### src/rtl/fetch_unit.sv
// RV32I fetch: owns the fetch PC, issues in-order word requests, buffers words+PCs in a FIFO, drops wrong-path responses.
// Latency: accept in t, response in t+1, o_inst_vld in t+2. Backpressure: credit-limited requests; decode stalls the FIFO head.
module fetch_unit #(
  parameter logic [31:0] RESET_PC   = 32'h0000_0000,
  parameter int          FIFO_DEPTH = 4
) (
  input  logic        i_clk,
  input  logic        i_reset,
  input  logic        i_redirect,
  input  logic [31:0] i_redirect_pc,
  output logic        o_imem_req_vld,
  input  logic        i_imem_req_rdy,
  output logic [31:0] o_imem_addr,
  input  logic        i_imem_rsp_vld,
  input  logic [31:0] i_imem_rsp_data,
  output logic        o_inst_vld,
  input  logic        i_inst_rdy,
  output logic [31:0] o_inst,
  output logic [31:0] o_inst_pc
);

  localparam int CW = $clog2(FIFO_DEPTH + 1);
  localparam int PW = $clog2(FIFO_DEPTH);
  localparam logic [CW:0] DEPTH_W = FIFO_DEPTH[CW:0];

  logic [31:0]   r_fetch_pc;
  logic [31:0]   r_rsp_pc;
  logic [CW-1:0] r_outstanding;
  logic [CW-1:0] r_discard;
  logic [CW-1:0] r_count;
  logic [PW-1:0] r_wr_ptr;
  logic [PW-1:0] r_rd_ptr;
  logic [31:0]   r_inst_mem [FIFO_DEPTH];
  logic [31:0]   r_pc_mem   [FIFO_DEPTH];

  logic          w_credit;
  logic          w_issue;
  logic          w_push;
  logic          w_drop;
  logic          w_pop;
  logic [CW-1:0] w_out_next;
  logic [31:0]   w_redirect_pc;

  // Words in flight plus words buffered never exceed the FIFO, so a response always has a slot.
  assign w_credit       = ({1'b0, r_outstanding} + {1'b0, r_count}) < DEPTH_W;
  assign o_imem_req_vld = !i_reset && !i_redirect && w_credit;
  assign o_imem_addr    = r_fetch_pc;
  assign w_issue        = o_imem_req_vld && i_imem_req_rdy;
  assign w_out_next     = r_outstanding + CW'(w_issue) - CW'(i_imem_rsp_vld);
  assign w_push         = i_imem_rsp_vld && !i_redirect && (r_discard == '0);
  assign w_drop         = i_imem_rsp_vld && !i_redirect && (r_discard != '0);
  assign w_redirect_pc  = {i_redirect_pc[31:2], 2'b00};

  assign o_inst_vld = (r_count != '0);
  assign w_pop      = o_inst_vld && i_inst_rdy;
  assign o_inst     = o_inst_vld ? r_inst_mem[r_rd_ptr] : 32'h0;
  assign o_inst_pc  = o_inst_vld ? r_pc_mem[r_rd_ptr]   : 32'h0;

  always_ff @(posedge i_clk) begin
    if (i_reset) begin
      r_fetch_pc    <= RESET_PC;
      r_rsp_pc      <= RESET_PC;
      r_outstanding <= '0;
      r_discard     <= '0;
      r_count       <= '0;
      r_wr_ptr      <= '0;
      r_rd_ptr      <= '0;
    end else begin
      r_outstanding <= w_out_next;
      if (i_redirect) begin
        // Everything still in flight after this cycle belongs to the old path.
        r_fetch_pc <= w_redirect_pc;
        r_rsp_pc   <= w_redirect_pc;
        r_discard  <= w_out_next;
        r_count    <= '0;
        r_wr_ptr   <= '0;
        r_rd_ptr   <= '0;
      end else begin
        if (w_issue) r_fetch_pc <= r_fetch_pc + 32'd4;
        if (w_drop)  r_discard  <= r_discard - CW'(1);
        if (w_push) begin
          r_wr_ptr <= r_wr_ptr + PW'(1);
          r_rsp_pc <= r_rsp_pc + 32'd4;
        end
        if (w_pop) r_rd_ptr <= r_rd_ptr + PW'(1);
        r_count <= r_count + CW'(w_push) - CW'(w_pop);
      end
    end
  end

  always_ff @(posedge i_clk) begin
    if (w_push) begin
      r_inst_mem[r_wr_ptr] <= i_imem_rsp_data;
      r_pc_mem[r_wr_ptr]   <= r_rsp_pc;
    end
  end

  a_discard_le_outstanding: assert property (@(posedge i_clk) disable iff (i_reset)
    r_outstanding >= r_discard);
  a_no_overflow: assert property (@(posedge i_clk) disable iff (i_reset)
    ({1'b0, r_outstanding} + {1'b0, r_count}) <= DEPTH_W);
  a_no_rsp_underflow: assert property (@(posedge i_clk) disable iff (i_reset)
    i_imem_rsp_vld |-> (r_outstanding != '0));

endmodule

### config.mk
export PLATFORM = sky130hd
export DESIGN_NAME = fetch_unit
export DESIGN_NICKNAME = d
export VERILOG_FILES = /design/src/rtl/fetch_unit.sv
export SDC_FILE = /design/constraint.sdc
export NUM_CORES = 1
export LEC_CHECK = 0
export ABC_AREA = 1
export CAP_MARGIN = 40
export CELL_PAD_IN_SITES_DETAIL_PLACEMENT = 2
export CELL_PAD_IN_SITES_GLOBAL_PLACEMENT = 2
export CORE_UTILIZATION = 32
export DETAILED_ROUTE_END_ITERATION = 16
export PLACE_DENSITY_LB_ADDON = 0.05
export REMOVE_ABC_BUFFERS = 1
export SKIP_CTS_REPAIR_TIMING = 1
export SYNTH_ARGS = -nofsm -noshare
export SYNTH_HDL_FRONTEND = slang
export SYNTH_SLANG_ARGS = --single-unit
### constraint.sdc
create_clock -name i_clk -period 4.8 [get_ports i_clk]
set_clock_uncertainty 0.1 [all_clocks]
set_input_delay 0.96 -clock i_clk [delete_from_list [all_inputs] [get_ports i_clk]]
set_output_delay 0.96 -clock i_clk [all_outputs]
set_load 0.05 [all_outputs]
# Yosys cells after proc, flatten, opt, wreduce, memory -nomap -nowiden
# Memories as Yosys holds them, arrays and structs flattened. A register that Yosys moved wholly into a read port is not among the register bits.
# Cells that the tools add are included.
classes:
  n_addsub: 10
  magnitude_cmp: 1
  mux: 14
  reduce_logical: 16
op_table:
  columns: ["cell", "count"]
  rows:
  - ["$mux W32", 6]
  - ["$add A32 B3 Y32 const B", 2]
  - ["$mux W2", 4]
  - ["$logic_and A1 B1 Y1", 7]
  - ["$add A3 B1 Y3", 2]
  - ["$mux W3", 2]
  - ["$reduce_bool A2 Y1", 3]
  - ["$reduce_bool A3 Y1", 2]
  - ["$sub A3 B1 Y3", 2]
  - ["$add A2 B1 Y2 const B", 2]
  - ["$add A3 B3 Y4", 1]
  - ["$lt A4 B3 Y1 const B", 1]
  - ["$logic_not A3 Y1", 1]
  - ["$sub A3 B1 Y3 const B", 1]
  - ["$logic_not A1 Y1", 2]
  - ["$mux W1", 2]
  - ["$reduce_or A2 Y1", 1]
totals:
  reg_bits: 77
  mem_bits_rw: 256
  word_cells: 52
  mem_count: 2
mem_list:
  columns: ["memory", "words", "word_bits", "rd", "rd_ports_with_merged_regs", "wr", "line_no", "text"]
  rows:
  - ["r_inst_mem", 4, 32, 1, 1, 1, "33", "logic [31:0] r_inst_mem [FIFO_DEPTH];"]
  - ["r_pc_mem", 4, 32, 1, 1, 1, "34", "logic [31:0] r_pc_mem [FIFO_DEPTH];"]

# Depth between registers and ports, before layout
# Gate-level depths: netlist of the first run.
depth:
  ltp_word: 7
  ltp_mapped: 15
  ltp_nobuf: 14

# Worst setup path after synthesis of the first run
# Ideal clock, no wire load.
synth_path:
  path_kind: "input port to flip-flop"
  from: "input i_redirect"
  to: "memory r_inst_mem[0][0] (enable)"
  arrival_time_ns: 3.992
  slack_ns: 0.225
  cell_stages: 4
  path_buffers: 1
  cell_sequence: "inv_1 nand3_1 clkbuf_1 nor2_1"
synth_via:
  elab_chain_cells: 5
synth_lines:
  columns: ["element", "line_no", "text"]
  rows:
  - ["from (decl)", "9", "input logic i_redirect,"]
  - ["$logic_not A1 Y1", "50", "assign w_push = i_imem_rsp_vld && !i_redirect && (r_discard == '0);"]
  - ["$logic_and A1 B1 Y1 (2 in series)", "50", null]
  - ["$mux W1", "92", "if (w_push) begin"]
  - ["$mux W1 (implied by the code)", "93", "r_inst_mem[r_wr_ptr] <= i_imem_rsp_data;"]
  - ["to (decl)", "33", null]
# Every way passes these cells.

==> flow_summary.yaml, run 1 <==
run_status:
  status: "finished, final reports clean"
timing:
  fmax_ghz: 0.239
  setup_viol: 0
  relSlewSlack_pct: 42.1
  rsz0062_at_grt: "no"
  finalMaxSlewViolations: 0
  worst_pin_slew_ns: 0.865
  finalHoldViolations: 0
  finalCritPeriodShare_pct: 87.3
  fin_crit_ns: 4.19
synthesis:
  synth_top_area_cell: "edfxtp_1"
  avgSynthCellArea_sq_um: 9.25
  ys_seq_elements: 323
  synthFlopType: "edfxtp_1"
  yosysMostFrequentCell: "nor2_1"
  ys.warnings.count: 0
  synth_common_cells: "351 x nor2_1, 253 x nand2_1, 248 x edfxtp_1, 169 x o21ai_0, 126 x a21oi_1"
  yosysSeqAreaShare_pct: 61.6
  ys_types: 35
  synthCells: 1572
  synth_edf_count: 248
  async_flop_share_pct: 0
  syn_area_sq_mm: 0.0145
  yosys-top-cells-area: "edfxtp_1 51%, dfxtp_1 10%, nor2_1 9.1%"
  synth.top_cell.area_share_pct: 51.2
die:
  io_pins: 168
  die_area_sq_mm: 0.0463
  start_util_pct: 32.7
  fp-row-count: 77
  die_h_microns: 215
  die_width_microns: 215
  core_sq_mm: 0.0445
placed_design:
  gp_congestion: 0.745
  place_area_sq_mm: 0.0169
  io_buffers: 161
  dpl.hpwl_microns: 31600
  placedCellCount: 2279
critical_path:
  worstPathRequired_ns: 3.74
  r2r-start: "r_count[1]"
  critPathCaptureType: "primary output"
  crit_path_cell_trace: "buf_4, inv_2, buf_4, o21ai_0, a21oi_1, clkdlybuf4s50_1"
  start_kind: "register"
  timing.critical_path.mode_cell: "buf_4"
  critPathSlowestCell: "clkdlybuf4s50_1"
  cp-endpoint: "o_inst[22]"
  r2r-end: "r_discard[2]"
  worst-r2r-cell-count: 14
  cp_slowest_stage_delay_ns: 0.84
  cp.arrival_ns: 3.13
  path_max_fanout: 46
  reg2reg_slack_ns: 1.56
  worst-setup-path-type: "reg -> out"
clock_tree:
  cts_made_buffers: 38
  clk_latency_ns: 0.56
  clockBufferDepth: 3
  clock-sinks: 323
  h-tree-depth: 2
  path_clk_slew_ns: 0.06
  cts_tree: "built"
  root_buffer: "clkbuf_16"
layout:
  fill_cells: 4851
  fin_area_sq_mm: 0.0181
  antenna_cells: 0
  syn_to_final_growth_pct: 24.6
  finalNonFillerCells: 2349
  layout-drive-gt1-share_pct: 6.43
  final_net_count: 1813
routing:
  drtPass1Iterations: 4
  vias: 11700
  wire_per_inst_microns: 20.3
  vias_per_cell: 5.00
  routed_wl_microns: 47700
  antenna_left: 0
  drt-initial-drc-count: 454
  drc: 0
power:
  p_leak_nw: 6.47
  irDropWorstVdd_mv: 0.175
  total_power_w: 0.00698
  p_per_area_mw_per_mm2: 386
grt:
  grt_busiest_layer: "met2"
  grt_pass1_wl_microns: 74300
  grt_max_degree: 79
  use_met3_pct: 3.20
  grt_pass1_vias: 13100
  antenna_found_initial: 0
  grtUsageTotal_pct: 20.8
  grt_remaining_overflow: 0
  met2_usage_pct: 38.0
  grt_util_met1_pct: 25.5
job:
  maxCapViolations: 0
min_path:
  hold_path_class: "reg -> reg"
[cell type report]
cell class	instances	area (sq um)	share of cell area, %
clock buffers	46	991	5.47
clock inverters	24	213	1.17
inverters	118	444	2.45
multi-input cells	1061	4880	26.9
flip-flops and latches	323	8950	49.4
well taps	592	741	4.09
repair buffers	185	1890	10.4
[how the worst min path moves through the flow]
stage | start | endpoint | slack [ns] | cells past startpoint
after floorplan | r_rd_ptr[1] | register | 0.34 | 2
after global placement | r_rd_ptr[0] | r_rd_ptr[0] | 0.35 | 1
after detailed placement | r_rd_ptr[0] | r_rd_ptr[0] | 0.37 | 1
after CTS | r_rd_ptr[0] | r_rd_ptr[0] | 0.38 | 1
after global routing | r_rd_ptr[1] | register | 0.41 | 2
final | r_rd_ptr[0] | r_rd_ptr[0] | 0.38 | 1
[kinds of logic after synthesis]
group / synth area share (%)
compound gates: 10.9
xor+xnor: 0.723
fa+ha+maj: 1.48
buf+inv: 5.22
flops: 61.6
other cells: 0.0258
simple gates: 20.1
[power breakdown]
group          total, W  switching (W)  internal [W]
logic          0.000929       0.000633      0.000296
registers       0.00323       0.000107       0.00312
clock network   0.00282        0.00118       0.00164
total           0.00698        0.00192       0.00506
[sequential cells by signal, indices dropped and copies added (netlist names), named ones only]
signal / flops
r_count: 3
r_rsp_pc: 30
r_discard: 3
r_pc_mem: 120
r_rd_ptr: 2
r_wr_ptr: 2
r_inst_mem: 128
o_imem_addr: 30
r_outstanding: 3
[per-layer routing]
metal / routed length (microns) / part of all wire (%) / vias up
li1: - / - / 5581
met1: 20800 / 44 / 5938
met2: 24600 / 52 / 166
met3: 1410 / 3.0 / 59
met4: 831 / 1.7 / 0
met5: 0 / 0 / -
[metrics by stage]
stage	hold WS [ns]	utilization, %	setup WS [ns]	TNS [ns]
floorplan	0.336	-	-0.526	-63.15
global placement	0.355	37.9	1.02	0
detailed placement	0.369	38.0	0.975	0
CTS	0.384	40.7	0.536	0
global route	0.410	40.7	0.419	0
finish	0.382	40.7	0.608	0
[layout by cell type, fill, tap and decap left out, types with 17 or more instances in the layout]
cell	instances
edfxtp_1	248
nand2_1	253
nor2_1	347
o21ai_0	169
a21oi_1	126
clkbuf_16	38
nand3_1	74
clkdlybuf4s50_1	157
dfxtp_1	73
buf_4	17
inv_1	115
[worst max-delay path, delay by kind of cell (launching register included)]
family	cells	cell delay, ns
AO/OA/AOI/OAI	2	0.46
buffers and inverters	4	1.62
flip-flops	1	0.46
Note: power is estimated with default switching activity, not from simulation.
==> run 2: changes to the inputs <==
Settings changed: SKIP_LAST_GASP set to 1.
==> results of run 2 <==
Same layout as run 1: the final DEF is identical, and so are final timing and power.
==> run 3: changes to the inputs <==
Settings changed: CTS_CLUSTER_SIZE set to 20.
==> flow_summary.yaml, run 3 (same netlist as run 1, synthesis figures left out) <==
critical_path:
  path_max_fanout: 46
  worst-setup-path-type: "reg -> out"
  r2r-start: "r_count[1]"
  critPathCaptureType: "primary output"
  cp.arrival_ns: 3.13
  start_kind: "register"
  reg2reg_slack_ns: 1.56
  worst-r2r-cell-count: 14
  r2r-end: "r_discard[2]"
  worstPathRequired_ns: 3.74
job:
  maxCapViolations: 0
power:
  total_power_w: 0.00698
  irDropWorstVdd_mv: 0.175
  p_per_area_mw_per_mm2: 386
  p_leak_nw: 6.47
grt:
  grt_max_degree: 79
  grtUsageTotal_pct: 20.8
  grt_remaining_overflow: 0
  antenna_found_initial: 0
  grt_pass1_wl_microns: 74300
  grt_pass1_vias: 13100
layout:
  fin_util_pct: 40.7
  final_net_count: 1813
  multi_input_area_sq_mm: 0.00488
  finalNonFillerCells: 2349
  mostFrequentLayoutCells: "347 x nor2_1, 253 x nand2_1, 248 x edfxtp_1"
  syn_to_final_growth_pct: 24.6
  antenna_cells: 0
  seq_area_sq_mm: 0.00895
  fill_cells: 4851
  top_regs: "r_inst_mem (128), r_pc_mem (120)"
  regMostFlops: "r_inst_mem"
  mostFrequentLayoutCell: "nor2_1"
  layout-drive-gt1-share_pct: 6.43
  largest_reg_flops: 128
placed_design:
  dpl_worst_slack_ns: 0.975
  placedCellCount: 2279
  dpl.hpwl_microns: 31600
  gp_congestion: 0.745
  io_buffers: 161
routing:
  vias: 11800
  routed_wl_microns: 47700
  wl_met2_microns: 24600
  vias_per_cell: 5.00
  wire_per_inst_microns: 20.3
  highest_layer: "met4"
  antenna_left: 0
  route.layer.met1.wl_microns: 20800
  drtPass1Iterations: 4
  drc: 0
  route.met3.wl_microns: 1430
  drt-initial-drc-count: 443
timing:
  finalSetupTns_ns: 0
  finalCritPeriodShare_pct: 87.4
  final.setup.worst_slack_ns: 0.607
  fmax_ghz: 0.239
  worst_pin_slew_ns: 0.850
  finalHoldViolations: 0
  rsz0062_at_grt: "no"
  setup_viol: 0
  finalMaxSlewViolations: 0
  fin_crit_ns: 4.19
  relSlewSlack_pct: 43.1
clock_tree:
  clk_latency_ns: 0.56
  root_buffer: "clkbuf_16"
  cts_tree: "built"
  h-tree-depth: 2
  path_clk_slew_ns: 0.06
  clockBufferDepth: 3
  clock-sinks: 323
  cts_made_buffers: 38
die:
  fp-row-count: 77
  die_width_microns: 215
  die_area_sq_mm: 0.0463
  start_util_pct: 32.7
  io_pins: 168
  die_h_microns: 215
  core_sq_mm: 0.0445
min_path:
  worstHoldStart: "r_rd_ptr[0]"
  hold_end: "r_rd_ptr[0]"
  hold_path_depth: 1
  hold_path_class: "reg -> reg"
run_status:
  status: "finished, final reports clean"
-- run 3: cell counts in the layout (fill, tap and decap cells not counted) --
Identical to the previous run, type by type.
-- run 3: critical path: stages, from the launching register on --
cell and delay (ns):
dfxtp_4 0.46, buf_4 0.27, inv_2 0.10, buf_4 0.41, o21ai_0 0.23, a21oi_1 0.23
clkdlybuf4s50_1 0.84
-- run 3: layout make-up --
class,instances,share of cell area (%)
inverter,118,2.45
tap,592,4.09
timing repair buffer,185,10.4
sequential,323,49.4
clock inverter,24,1.17
clock buffer,46,5.47
multi-input combinational,1061,26.9
-- run 3: worst max-delay path by stage --
| stage | cells after the start | endpoint | slack, ns |
|---|---|---|---|
| 2_1_floorplan | 3 | o_inst_pc[30] | -0.53 |
| 3_3_place_gp | 14 | r_discard[2] | 1.02 |
| 3_5_place_dp | 14 | r_discard[2] | 0.98 |
| 4_1_cts | 6 | o_inst[22] | 0.54 |
| 5_1_grt | 6 | o_inst_pc[29] | 0.42 |
| 6_report | 6 | o_inst[22] | 0.61 |
-- run 3: where the power goes --
| part | internal [W] | leakage, nW | switching [W] |
|---|---|---|---|
| clock network | 0.00164 | 0.595 | 0.00118 |
| logic | 0.000296 | 2.99 | 0.000633 |
| registers | 0.00312 | 2.88 | 0.000107 |
-- run 3: stage by stage --
stage                     hold slack, ns  cell area [sq um]
after floorplan                    0.336              14200
after global placement             0.355              16900
after detailed placement           0.369              16900
after CTS                          0.384              18100
after global routing               0.410              18100
final                              0.382              18100
-- run 3: routing by layer --
layer	vias up	track usage, %
li1	5583	-
met1	5949	25.5
met2	165	38.0
met3	59	3.20
met4	0	4.85
met5	-	0
